**src/rtl/gbt_tx_pkg.sv**
```systemverilog
// Shared types and constants for the GBT return-link frame generator:
// state encoding, framing marks, default words and the PRBS7 definition.
package gbt_tx_pkg;

    typedef enum logic [2:0] {
        ST_IDLE = 3'd0,
        ST_HDR  = 3'd1,
        ST_PAY  = 3'd2,
        ST_TRL  = 3'd3,
        ST_TEST = 3'd4
    } state_t;

    localparam logic [7:0]  HDR_MARK      = 8'hA5;
    localparam logic [15:0] DEF_IDLE_WORD = 16'hBC50;
    localparam logic [15:0] DEF_FILL_WORD = 16'hF7F7;

    // Taps for x^7 + x^6 + 1 sit on state bits 6 and 5
    localparam logic [6:0]  PRBS7_POLY    = 7'h60;
    localparam logic [6:0]  PRBS7_SEED    = 7'h7F;

    // Advance PRBS7 by 16 bits; returns {next_state, word}, first bit in the word MSB
    function automatic logic [22:0] prbs7_adv16(input logic [6:0] state);
        logic [6:0]  s;
        logic [15:0] w;
        logic        nb;
        s = state;
        w = 16'h0000;
        for (int i = 0; i < 16; i++) begin
            nb = ^(s & PRBS7_POLY);
            w  = {w[14:0], nb};
            s  = {s[5:0], nb};
        end
        return {s, w};
    endfunction

endpackage

```
**src/rtl/gbt_tx_frame_gen_sync.sv**
```systemverilog
// gbt_link_sync: STAGES-deep flip-flop synchronizer for a single
// asynchronous level, cleared by an asynchronous active-low reset.
module gbt_link_sync #(
    parameter int STAGES = 2
) (
    input  logic i_clk,
    input  logic i_rst_n,
    input  logic i_d,
    output logic o_q
);

    logic [STAGES-1:0] r_sync;

    // Shift the asynchronous level through the synchronizer chain
    always_ff @(posedge i_clk or negedge i_rst_n) begin
        if (!i_rst_n) begin
            r_sync <= {STAGES{1'b0}};
        end else begin
            r_sync <= {r_sync[STAGES-2:0], i_d};
        end
    end

    assign o_q = r_sync[STAGES-1];

endmodule

```
**src/rtl/gbt_tx_frame_gen.sv**
```systemverilog
// GBT return-link frame generator: idle / header / payload / checksum trailer
// framing plus a link test pattern. Macro GBT_TX_PRBS_EN selects PRBS7 test data.
import gbt_tx_pkg::*;

module gbt_tx_frame_gen #(
    parameter int          FRAME_LEN   = 8,
    parameter logic [15:0] IDLE_WORD   = DEF_IDLE_WORD,
    parameter logic [15:0] FILL_WORD   = DEF_FILL_WORD,
    parameter int          SYNC_STAGES = 2
) (
    input  logic        CLK,
    input  logic        RST_N,
    input  logic        LINK_RDY_ASYNC,
    input  logic        ENA_TEST,
    input  logic [15:0] DIN,
    input  logic        DIN_VLD,
    output logic        DIN_RDY,
    output logic [15:0] GBT_DATA_OUT,
    output logic        TEST_ACTIVE,
    output logic [7:0]  FRAME_CNT,
    output logic [7:0]  ABORT_CNT
);

    localparam logic [7:0] LAST_IDX = 8'(FRAME_LEN - 1);

    state_t      r_state;
    logic [15:0] r_data;
    logic [15:0] r_csum;
    logic [7:0]  r_idx;
    logic [7:0]  r_seq;
    logic [7:0]  r_frame_cnt;
    logic [7:0]  r_abort_cnt;
    logic        r_test_active;

    logic        w_link_ok;
    logic        w_din_rdy;
    logic        w_xfer;
    logic        w_abort;

    gbt_link_sync #(
        .STAGES (SYNC_STAGES)
    ) u_link_sync (
        .i_clk   (CLK),
        .i_rst_n (RST_N),
        .i_d     (LINK_RDY_ASYNC),
        .o_q     (w_link_ok)
    );

`ifdef GBT_TX_PRBS_EN
    logic [6:0]  r_lfsr;
    logic [22:0] w_prbs_entry;
    logic [22:0] w_prbs_next;
    assign w_prbs_entry = prbs7_adv16(PRBS7_SEED);
    assign w_prbs_next  = prbs7_adv16(r_lfsr);
`else
    logic [15:0] r_cnt;
`endif

    assign w_din_rdy = (r_state == ST_PAY) && w_link_ok;
    assign w_xfer    = DIN_VLD && w_din_rdy;
    assign w_abort   = !w_link_ok &&
                       ((r_state == ST_HDR) || (r_state == ST_PAY) || (r_state == ST_TRL));

    // Frame sequencing, registered output word and status counters
    always_ff @(posedge CLK or negedge RST_N) begin
        if (!RST_N) begin
            r_state       <= ST_IDLE;
            r_data        <= IDLE_WORD;
            r_csum        <= 16'h0000;
            r_idx         <= 8'd0;
            r_seq         <= 8'd0;
            r_frame_cnt   <= 8'd0;
            r_abort_cnt   <= 8'd0;
            r_test_active <= 1'b0;
`ifdef GBT_TX_PRBS_EN
            r_lfsr        <= PRBS7_SEED;
`else
            r_cnt         <= 16'h0000;
`endif
        end else if (w_abort) begin
            // seq is left alone so the retried frame carries the same header
            r_state <= ST_IDLE;
            r_data  <= IDLE_WORD;
            if (r_abort_cnt != 8'hFF) begin
                r_abort_cnt <= r_abort_cnt + 8'd1;
            end else begin
                r_abort_cnt <= r_abort_cnt;
            end
        end else begin
            case (r_state)
                ST_IDLE: begin
                    if (ENA_TEST) begin
                        r_state       <= ST_TEST;
                        r_test_active <= 1'b1;
`ifdef GBT_TX_PRBS_EN
                        r_data        <= w_prbs_entry[15:0];
                        r_lfsr        <= w_prbs_entry[22:16];
`else
                        r_data        <= 16'h0000;
                        r_cnt         <= 16'h0001;
`endif
                    end else begin
                        r_data <= IDLE_WORD;
                        if (w_link_ok && DIN_VLD) begin
                            r_state <= ST_HDR;
                        end else begin
                            r_state <= ST_IDLE;
                        end
                    end
                end
                ST_HDR: begin
                    r_data  <= {HDR_MARK, r_seq};
                    r_idx   <= 8'd0;
                    r_csum  <= 16'h0000;
                    r_state <= ST_PAY;
                end
                ST_PAY: begin
                    if (w_xfer) begin
                        r_data <= DIN;
                        r_csum <= r_csum ^ DIN;
                        r_idx  <= r_idx + 8'd1;
                        if (r_idx == LAST_IDX) begin
                            r_state <= ST_TRL;
                        end else begin
                            r_state <= ST_PAY;
                        end
                    end else begin
                        r_data <= FILL_WORD;
                    end
                end
                ST_TRL: begin
                    r_data      <= r_csum;
                    r_seq       <= r_seq + 8'd1;
                    r_frame_cnt <= r_frame_cnt + 8'd1;
                    r_state     <= ST_IDLE;
                end
                ST_TEST: begin
                    if (ENA_TEST) begin
`ifdef GBT_TX_PRBS_EN
                        r_data <= w_prbs_next[15:0];
                        r_lfsr <= w_prbs_next[22:16];
`else
                        r_data <= r_cnt;
                        r_cnt  <= r_cnt + 16'h0001;
`endif
                    end else begin
                        r_state       <= ST_IDLE;
                        r_test_active <= 1'b0;
                        r_data        <= IDLE_WORD;
`ifdef GBT_TX_PRBS_EN
                        r_lfsr        <= PRBS7_SEED;
`else
                        r_cnt         <= 16'h0000;
`endif
                    end
                end
                default: begin
                    r_state       <= ST_IDLE;
                    r_data        <= IDLE_WORD;
                    r_test_active <= 1'b0;
                end
            endcase
        end
    end

    assign DIN_RDY      = w_din_rdy;
    assign GBT_DATA_OUT = r_data;
    assign TEST_ACTIVE  = r_test_active;
    assign FRAME_CNT    = r_frame_cnt;
    assign ABORT_CNT    = r_abort_cnt;

endmodule

```
**config.mk**
```make
export PLATFORM = sky130hd
export DESIGN_NAME = gbt_tx_frame_gen
export DESIGN_NICKNAME = d
export VERILOG_FILES = /design/src/rtl/gbt_tx_pkg.sv /design/src/rtl/gbt_tx_frame_gen_sync.sv /design/src/rtl/gbt_tx_frame_gen.sv
export SDC_FILE = /design/constraint.sdc
export NUM_CORES = 1
export LEC_CHECK = 0
export ABC_AREA = 1
export CAP_MARGIN = 10
export CORE_MARGIN = 2
export CORE_UTILIZATION = 40
export CTS_BUF_LIST = sky130_fd_sc_hd__clkbuf_2
export DETAILED_ROUTE_END_ITERATION = 8
export DONT_BUFFER_PORTS = 1
export GPL_TIMING_DRIVEN = 0
export PLACE_DENSITY = 0.59
export SLEW_MARGIN = 20
export SYNTH_ARGS = -nofsm -noshare
export SYNTH_HDL_FRONTEND = slang
export SYNTH_SLANG_ARGS = --single-unit
```
**constraint.sdc**
```tcl
create_clock -name CLK -period 1.45 [get_ports CLK]
set_clock_uncertainty 0.15 [all_clocks]
set_input_delay 0.2175 -clock CLK [delete_from_list [all_inputs] [get_ports CLK]]
set_output_delay 0.2175 -clock CLK [all_outputs]
set_load 0.01 [all_outputs]
```
==> qor.yml, run 1 <==
pwr:
  peakVddDrop_mv: 0.584
  p_sw_mw: 1.81
  pwr-share-clk: 0.210
  power_density_nw_per_um2: 871
  power_mw: 5.32
  switching_share: 0.339
  combPwrFrac: 0.250
  p_int_mw: 3.51
  p_seq_frac: 0.539
  p_leak_nw: 2.70
global_routing:
  antenna_found_initial: 1
  grt_max_degree: 87
  grt_pass1_wl_um: 20600
  grt_pass1_vias: 4192
  overflow: 0
  grt_use_total: 0.210
clock_tree:
  tritoncts: "yes"
  clkSlewWorstSetupHoldPaths_ps: 230
  ctsRootBufferMaster: "clkbuf_2"
  cts_made_buffers: 9
  clock_path_buffers: 2
  clkSinkCount: 86
  htreeDepth: 3
  clock_latency_ps: 610
  ctsHoldBuffers: 20
place:
  placed_cell_area_um2: 4770
  port_buffers: 0
  place_congestion: 0.833
  dp_cells: 721
  dpl.hpwl_um: 7930
hold_path:
  hold_path_class: "input pin to async pin"
floorplanning:
  core_um2: 10900
  fp.dieW_um: 110
  fp-row-count: 38
  ios: 55
  die_area_um2: 12200
  fp.dieH_um: 110
  initial_utilization: 0.414
final_layout:
  drive_above_1_share: 0.332
  fillCellCount: 984
  stdcell_area_um2: 6110
  post-route-util: 0.559
  syn2layout_area_growth_pct: 34.9
  nNetsFinal: 695
  final_cell_count_no_fill: 815
routing:
  top_layer: "met4"
  ant_nets: 0
  drc_errors: 0
  wl_per_cell_um: 15.9
  viasPerCell: 5.30
  wl_met3_um: 928
  totalWireLength_um: 13000
  first_iter_violations: 411
  vias: 4322
  routed-wl-met2_um: 6070
  first_pass_iters: 5
  drt-met1-wl_um: 5630
timing:
  fin_crit_ps: 1870
  drv_slew: 0
  max-slew-margin-rel: 0.694
  setup_viol: 106
  fmax_ghz: 0.534
  worst_pin_slew_ps: 455
  fin_hold_ws_ps: -897
  final_hold_viol_count: 86
  period_share: 1.29
  rsz0062_at_grt: "true"
  worst_slack_ps: -422
synth:
  ys_seq_elements: 86
  syn_inst: 581
  async_flop_share: 1.00
  syn_area_um2: 4530
  ys_seq_area_frac: 0.477
  ys_warn_count: 0
  synth_edf_count: 0
  yosysUniqueCellTypes: 33
  synth.avg_cell_area_um2: 7.80
  synth_ff_type: "dfrtp_1"
  synth_nets: 607
setup_path:
  critPathMaxFanout: 6
  cp.arrival_ps: 2260
  crit_required_ps: 1840
  start_kind: "flop"
  endpoint_kind: "flop"
  crit_type: "flop to flop"
  r2r_slack_ps: -420
run_status:
  failed_checks: "negative hold slack, negative setup slack"
  status: "finished with violations"
run:
  maxCapViolations: 0
[stage by stage]
stage / hold slack, ps / setup WS [ps] / setup TNS, ps
global placement: -225 / -443 / -14610
floorplan: -228 / -50.1 / -1600
global route: -963 / -465 / -30420
detailed placement: -225 / -467 / -15850
finish: -897 / -422 / -24770
CTS: -947 / -441 / -23160
[registers in the layout (all words and copies together) (netlist names)]
| name | cells |
|---|---|
| GBT_DATA_OUT | 16 |
| r_idx | 8 |
| ABORT_CNT | 8 |
| FRAME_CNT | 8 |
| r_seq | 8 |
| r_state | 3 |
| u_link_sync.r_sync | 2 |
| TEST_ACTIVE | 1 |
| r_csum | 16 |
| r_cnt | 16 |
[cell type report]
| type | count | area, µm² | area share |
|---|---|---|---|
| Tap cell | 140 | 175 | 0.0287 |
| Inverter | 55 | 240 | 0.0393 |
| Clock buffer | 13 | 65.1 | 0.0106 |
| Antenna cell | 1 | 2.50 | 0.000410 |
| Timing Repair Buffer | 78 | 788 | 0.129 |
| Clock inverter | 3 | 22.5 | 0.00369 |
| Timing Repair inverter | 1 | 5.00 | 0.000819 |
| Buffer | 13 | 154 | 0.0252 |
| Sequential cell | 86 | 2180 | 0.357 |
| Multi-Input combinational cell | 425 | 2480 | 0.406 |
[path summary, 6_finish.rpt]
check | startpoint | endpoint | cells past startpoint
worst min-delay path | RST_N | r_csum[8] | 0
worst min register to register | u_link_sync.r_sync[0] | u_link_sync.r_sync[1] | 0
min in group CLK | DIN[11] | GBT_DATA_OUT[11] | 3
worst max-delay path | r_state[0] | r_csum[6] | 11
worst max register to register | r_state[0] | r_csum[6] | 11
max in group asynchronous | RST_N | GBT_DATA_OUT[15] | 0
[what timing repair did]
action	4_1_cts	5_1_grt
setup endpoints to repair	115	116
gates cloned	5	3
buffers inserted	34	17
endpoints found under the hold margin	139	86
gates resized for setup	126	73
pin swaps	25	29
[kinds of logic after synthesis]
family	count (synthesis)	share of synthesized area
buf+inv	70	0.0699
simple gates	320	0.308
xor+xnor	20	0.0387
fa+ha+maj	5	0.0138
compound gates	80	0.0922
flops	86	0.477
[critical path, cell delays in order (launching register included)]
cell and delay (ps):
dfrtp_2 480, nor2_4 150, nand2_4 80, buf_6 120, buf_6 110, nand2_4 70
nand2_4 60, nor2_4 170, clkinv_4 130, clkbuf_16 170, nand2_1 50, o21ai_1 60
[power groups by stage]
stage	registers [mW]	logic [mW]	clock network (mW)
floorplan	2.85	0.545	0
global placement	2.88	0.687	0
detailed placement	2.89	0.701	0
CTS	2.86	1.11	1.16
global route	2.90	1.44	1.25
finish	2.87	1.33	1.12
[metal layers]
layer  global-route usage  up-vias
li1                     -     2059
met1                0.276     2063
met2                0.327      170
met3               0.0593       30
met4               0.0883        0
met5                    0        -
[cell usage in the layout, fill, tap and decap left out, types with 10 or more instances in the layout]
cell type and n:
buf_4 29, buf_6 33, clkbuf_2 13, dfrtp_1 65
dfrtp_2 14, dlygate4sd3_1 20, inv_1 41, nand2_1 132
nand2_2 17, nand2_4 10, nand3_1 35, nand4_1 21
nor2_1 50, nor2_4 17, o21ai_0 13, o21ai_1 32
o21ai_2 14, or2_2 15, xnor2_1 10
[cells in the mapped netlist, types with 2 or more instances]
master   instances  area share
xnor2_1         10       0.019
inv_1           51       0.042
o21ai_1         24       0.027
nor2_4           2      0.0050
nor2_1          67       0.056
dfstp_2          7       0.041
nand4_1         21       0.029
o21ai_0         35       0.039
nand3_1         38       0.042
nand2_2          2      0.0028
dfrtp_1         79        0.44
nor2_2           5      0.0069
a31oi_1          2      0.0028
a21oi_1         14       0.015
ha_1             5       0.014
nand2_1        157        0.13
nor3_1          10       0.011
xor2_1          10       0.019
inv_2            3      0.0025
or2_2           15       0.021
buf_6            5       0.012
buf_2            8      0.0088
No activity file was read; power rests on OpenSTA's default activity.
==> run 2, diff against run 1 <==
--- a/constraint.sdc
+++ b/constraint.sdc
@@ -3,3 +3,3 @@
 set_input_delay 0.2175 -clock CLK [delete_from_list [all_inputs] [get_ports CLK]]
 set_output_delay 0.2175 -clock CLK [all_outputs]
-set_load 0.01 [all_outputs]
+set_load 0.1 [all_outputs]
==> run 2 against run 1 <==
  * The run still ends with negative hold slack, negative setup slack left
  * Fmax decreased by 13%
  * Non-clock buffer count decreased by 7
  * Register-to-register slack got worse by 60 ps
  * Sequential power increased by 33%
  * Routed wire length decreased by 1.5%
  * Setup slack got worse by 280 ps
  * Total power increased by 24%
  * Critical path depth decreased by 8
  * Critical path type is now flop to output pin
  * Highest routed layer unchanged
==> qor.yml, run 2 (synthesis results as in run 1) <==
timing:
  max-slew-margin-rel: 0.574  # -0.120
  tns_ps: -37940  # -13170 ps
  worst_pin_slew_ps: 637  # +182 ps
  final_hold_viol_count: 86  # unchanged
  worst_slack_ps: -705  # -283 ps
  fmax_ghz: 0.464  # -13%
  drv_slew: 0  # unchanged
  period_share: 1.49  # +0.195
  fin_hold_ws_ps: -877  # +20.7 ps
  setup_viol: 116  # +9.4%
  fin_crit_ps: 2160  # +283 ps
  rsz0062_at_grt: "true"
run_status:
  failed_checks: "negative hold slack, negative setup slack"
  status: "finished with violations"
final_layout:
  drive_above_1_share: 0.332  # -0.000512
  fillCellCount: 988  # +0.41%
  layout_commonest_cell: "nand2_1"
  final_cell_count_no_fill: 806  # -1.1%
  final_cell_mix: "128 x nand2_1, 57 x nor2_1, 51 x dfrtp_1"
  nNetsFinal: 687  # -1.2%
  n_antenna_cell: 0  # -1
  syn2layout_area_growth_pct: 35.4
setup_path:
  cpLargestDelayFamily: "simple AND/OR/NAND/NOR gates"
  crit_type: "flop to output pin"
  start_kind: "flop"
  cpPeakStageDelay_ps: 500  # +20 ps
  critPathMaxFanout: 2  # -4
  cp_common_cell: "nor2_4"
  crit_required_ps: 1080  # -760 ps
  endpoint_kind: "output pin"
  path_buf_inv: 0  # -4
  cp.arrival_ps: 1790  # -470 ps
  path_cells: "nor2_4 > nand2_4 > nor2_4"
  critical_path.slowest_cell: "nor2_4"
global_routing:
  grt_pass1_vias: 4136  # -1.3%
  grt_pass1_wl_um: 20600  # +0.34%
  overflow: 0  # unchanged
  antenna_found_initial: 0  # -1
  grt_use_total: 0.208  # -0.00169
  grt_max_degree: 87  # unchanged
pwr:
  p_leak_nw: 2.63  # -2.4%
  peakVddDrop_mv: 1.07  # +83%
  power_density_nw_per_um2: 1070  # +23%
place:
  dp_cells: 721  # unchanged
  place_congestion: 0.864  # +3.7%
  dpl.hpwl_um: 8120  # +2.4%
  port_buffers: 0  # unchanged
run:
  maxCapViolations: 0  # unchanged
routing:
  wl_per_cell_um: 15.8  # -0.44%
  drc_errors: 0  # unchanged
  ant_nets: 0  # unchanged
  vias: 4190  # -3.1%
  totalWireLength_um: 12800  # -1.5%
  first_pass_iters: 5  # unchanged
  viasPerCell: 5.20  # -2.0%
  first_iter_violations: 324  # -21%
clock_tree:
  ctsRootBufferMaster: "clkbuf_2"
  clock_latency_ps: 590  # -20 ps
  clkSinkCount: 86  # unchanged
  tritoncts: "yes"
  clock_path_buffers: 2  # unchanged
  clkSlewWorstSetupHoldPaths_ps: 250  # +20 ps
  cts_made_buffers: 9  # unchanged
  ctsHoldBuffers: 20  # unchanged
  htreeDepth: 3  # unchanged
floorplanning:
  ios: 55  # unchanged
  die_area_um2: 12200  # unchanged
  core_um2: 10900  # unchanged
  initial_utilization: 0.414  # unchanged
  fp-row-count: 38  # unchanged
  fp.dieH_um: 110  # unchanged
  fp.dieW_um: 110  # unchanged
hold_path:
  hold_path_class: "input pin to async pin"
[run 2: cell count changes in the layout (fill, tap and decap cells not counted), sizes merged]
cell / delta
inv: +5
buf: -7
bufinv: +2
diode: -1
clkbuf: -3
clkinv: -5
[run 2: worst paths after layout]
kind,startpoint,to,slack (ps),cells after the start
min in group CLK,DIN[11],GBT_DATA_OUT[11],200,3
max in group asynchronous,RST_N,GBT_DATA_OUT[12],1790,0
min,RST_N,r_seq[6],-880,0
max,r_state[0],DIN_RDY,-710,3
min reg2reg,u_link_sync.r_sync[0],u_link_sync.r_sync[1],240,0
max reg2reg,r_state[0],GBT_DATA_OUT[0],-480,10
[run 2: through the flow]
| stage | setup WS (ps) | utilization | instance area, µm² | hold WS, ps | total power [mW] |
|---|---|---|---|---|---|
| 2_1_floorplan | -310 | - | 4690 | -228 | 4.31 |
| 3_3_place_gp | -410 | 0.445 | 4870 | -225 | 4.50 |
| 3_5_place_dp | -451 | 0.445 | 4870 | -225 | 4.53 |
| 4_1_cts | -815 | 0.522 | 5710 | -945 | 6.36 |
| 5_1_grt | -810 | 0.561 | 6130 | -959 | 6.88 |
| 6_report | -705 | 0.561 | 6130 | -877 | 6.59 |
[run 2: worst register-to-register path: cells and delay by family (launching register included)]
kind	cells	cell delay (ps)
buffers and inverters	4	440
AOI/OAI and AO/OA	1	110
DFF	1	490
and+or+nand+nor	5	670
[run 2: metal layers]
layer | wire, µm | track usage | part of all wire
met1 | 6010 | 0.285 | 0.47
met2 | 5900 | 0.323 | 0.46
met3 | 647 | 0.0587 | 0.051
met4 | 205 | 0.0633 | 0.016
met5 | 0 | 0 | 0
[run 2: layout make-up]
cell class	count	area (µm²)	share of cell area
multi-input combinational	425	2440	0.398
clock buffer	10	50.0	0.00816
tap	140	175	0.0286
inverter	55	239	0.0390
timing repair buffer	70	694	0.113
clock inverter	6	86.3	0.0141
sequential	86	2290	0.373
buffer	14	159	0.0259
[run 2: report_power, final]
group	leakage [nW]	switching (mW)	total (mW)	internal [mW]
clock network	0.0823	0.894	1.47	0.577
logic	1.44	0.672	1.29	0.617
registers	1.11	1.11	3.83	2.72
[run 2: timing repair]
action | 4_1_cts | 5_1_grt
gates resized for setup | 113 | 72
setup buffers | 24 | 25
cloned | 3 | 1
pin swaps | 25 | 39
setup endpoints to repair | 112 | 116
endpoints found under the hold margin | 140 | 86
==> run 3, diff against run 2 <==
CAP_MARGIN = not set   (was 10)
SKIP_CTS_REPAIR_TIMING = 1   (was not set)
==> run 3 against run 2 <==
  * Final cell count is 1.7% lower
  * Critical endpoint unchanged
  * Combinational power fell by 16%
  * Design area is 4.2% lower
  * The run still ends with negative hold slack, negative setup slack left
==> qor.yml, run 3 (synthesis results as in run 1) <==
place:
  placed_cell_area_um2: 4870  # unchanged
  place_congestion: 0.864  # unchanged
  port_buffers: 0  # unchanged
  dpl.hpwl_um: 8120  # unchanged
  dp_cells: 721  # unchanged
  pre_cts_ws_ps: -451  # unchanged
setup_path:
  crit_end: "DIN_RDY"
  startpoint: "r_state[2]"
  worst_r2r_path_depth: 10  # unchanged
  worstReg2RegStart: "r_state[2]"
  r2r-end: "r_csum[5]"
  crit_type: "flop to output pin"
  cp.arrival_ps: 1890  # +100 ps
  start_kind: "flop"
  r2r_slack_ps: -400  # +80 ps
  crit_required_ps: 1080  # about the same
  endpoint_kind: "output pin"
  critPathMaxFanout: 5  # +3
global_routing:
  antenna_found_initial: 0  # unchanged
  grt_max_degree: 87  # unchanged
  grt_pass1_vias: 3698  # -11%
  grt_pass1_wl_um: 19000  # -7.9%
  grt_use_total: 0.195  # -0.0137
  overflow: 0  # unchanged
clock_tree:
  cts_made_buffers: 9  # unchanged
  htreeDepth: 3  # unchanged
  clock_latency_ps: 600  # about the same
  clock_path_buffers: 2  # unchanged
  ctsRootBufferMaster: "clkbuf_2"
  clkSlewWorstSetupHoldPaths_ps: 260  # about the same
  tritoncts: "yes"
  clkSinkCount: 86  # unchanged
final_layout:
  syn2layout_area_growth_pct: 29.7
  final_cell_mix: "144 x nand2_1, 57 x nor2_1, 51 x dfrtp_1"
  post-route-util: 0.537  # -0.0237
  drive_above_1_share: 0.279  # -0.0527
  final_cell_count_no_fill: 792  # -1.7%
  stdcell_area_um2: 5880  # -4.2%
  layout_commonest_cell: "nand2_1"
  n_antenna_cell: 0  # unchanged
  nNetsFinal: 673  # -2.0%
routing:
  first_iter_violations: 285  # -12%
  vias: 4101  # -2.1%
  viasPerCell: 5.18  # -0.39%
  wl_per_cell_um: 15.6  # -1.5%
  totalWireLength_um: 12400  # -3.2%
  first_pass_iters: 5  # unchanged
  drc_errors: 0  # unchanged
  ant_nets: 0  # unchanged
floorplanning:
  die_area_um2: 12200  # unchanged
  fp-row-count: 38  # unchanged
  ios: 55  # unchanged
  fp.dieH_um: 110  # unchanged
  fp.dieW_um: 110  # unchanged
  core_um2: 10900  # unchanged
  initial_utilization: 0.414  # unchanged
pwr:
  peakVddDrop_mv: 1.12  # +5.2%
  p_sw_mw: 2.58  # -3.6%
  p_leak_nw: 2.50  # -5.1%
  combPwrFrac: 0.169  # -0.027
  power_mw: 6.36  # -3.5%
  power_density_nw_per_um2: 1080  # +0.79%
  switching_share: 0.405  # -0.000681
  p_int_mw: 3.78  # -3.4%
  pwr-share-clk: 0.231  # +0.008
  p_seq_frac: 0.599  # +0.018
run:
  maxCapViolations: 0  # unchanged
timing:
  setup_viol: 115  # -0.86%
  max-slew-margin-rel: 0.575  # +0.000621
  worst_slack_ps: -811  # -106 ps
  final_hold_viol_count: 86  # unchanged
  period_share: 1.56  # +0.0728
  rsz0062_at_grt: "true"
  worst_pin_slew_ps: 636  # -0.930 ps
  drv_slew: 0  # unchanged
  fin_crit_ps: 2260  # +106 ps
  fmax_ghz: 0.442  # -4.7%
  fin_hold_ws_ps: -901  # -24.3 ps
run_status:
  failed_checks: "negative hold slack, negative setup slack"
  status: "finished with violations"
hold_path:
  hold_path_class: "input pin to async pin"
-- run 3: cell types whose count changed in the layout (fill, tap and decap cells not counted), sizes merged --
cell,previous run,this run
buf,62,48
clkinv,2,4
inv,56,54
-- run 3: power by group through the flow --
stage	logic (mW)	clock network (mW)	registers, mW
floorplan	0.579	0	3.73
global placement	0.724	0	3.77
detailed placement	0.743	0	3.78
CTS	0.747	1.51	3.74
global route	1.17	1.63	3.84
finish	1.08	1.47	3.81
-- run 3: cell type report --
class                   instances  area [µm²]
well taps                     140         175
plain buffers                  15         178
repair buffers                 55         536
clock buffers                  10        50.0
fillers                      1016        5060
clock inverters                 6        86.3
inverters                      55         231
flip-flops and latches         86        2290
multi-input cells             425        2330
-- run 3: worst min path at each step --
stage	from	end	slack (ps)	cells past startpoint
detailed placement	RST_N	r_idx[6]	-230	0
finish	RST_N	r_csum[12]	-900	0
global placement	RST_N	r_idx[7]	-230	0
floorplan	RST_N	ABORT_CNT[2]	-230	0
CTS	RST_N	FRAME_CNT[6]	-940	0
global route	RST_N	r_csum[12]	-970	0
-- run 3: metal layers --
metal | GRT usage | routed length [µm] | vias up
li1 | - | - | 2012
met5 | 0 | 0 | -
met2 | 0.285 | 5690 | 98
met1 | 0.275 | 5870 | 1977
met4 | 0.0608 | 139 | 0
met3 | 0.0620 | 654 | 14
-- run 3: per-stage QoR --
stage	hold WS (ps)	setup TNS, ps
detailed placement	-225	-15920
global route	-965	-40860
CTS	-945	-33430
finish	-901	-31410
floorplan	-228	-4160
global placement	-225	-15130
-- run 3: worst max-delay path, cell delays in order (launching register included) --
cell and delay [ps]:
dfrtp_1 420, buf_6 130, nor2_4 140, nand2_4 80, nor2_4 520
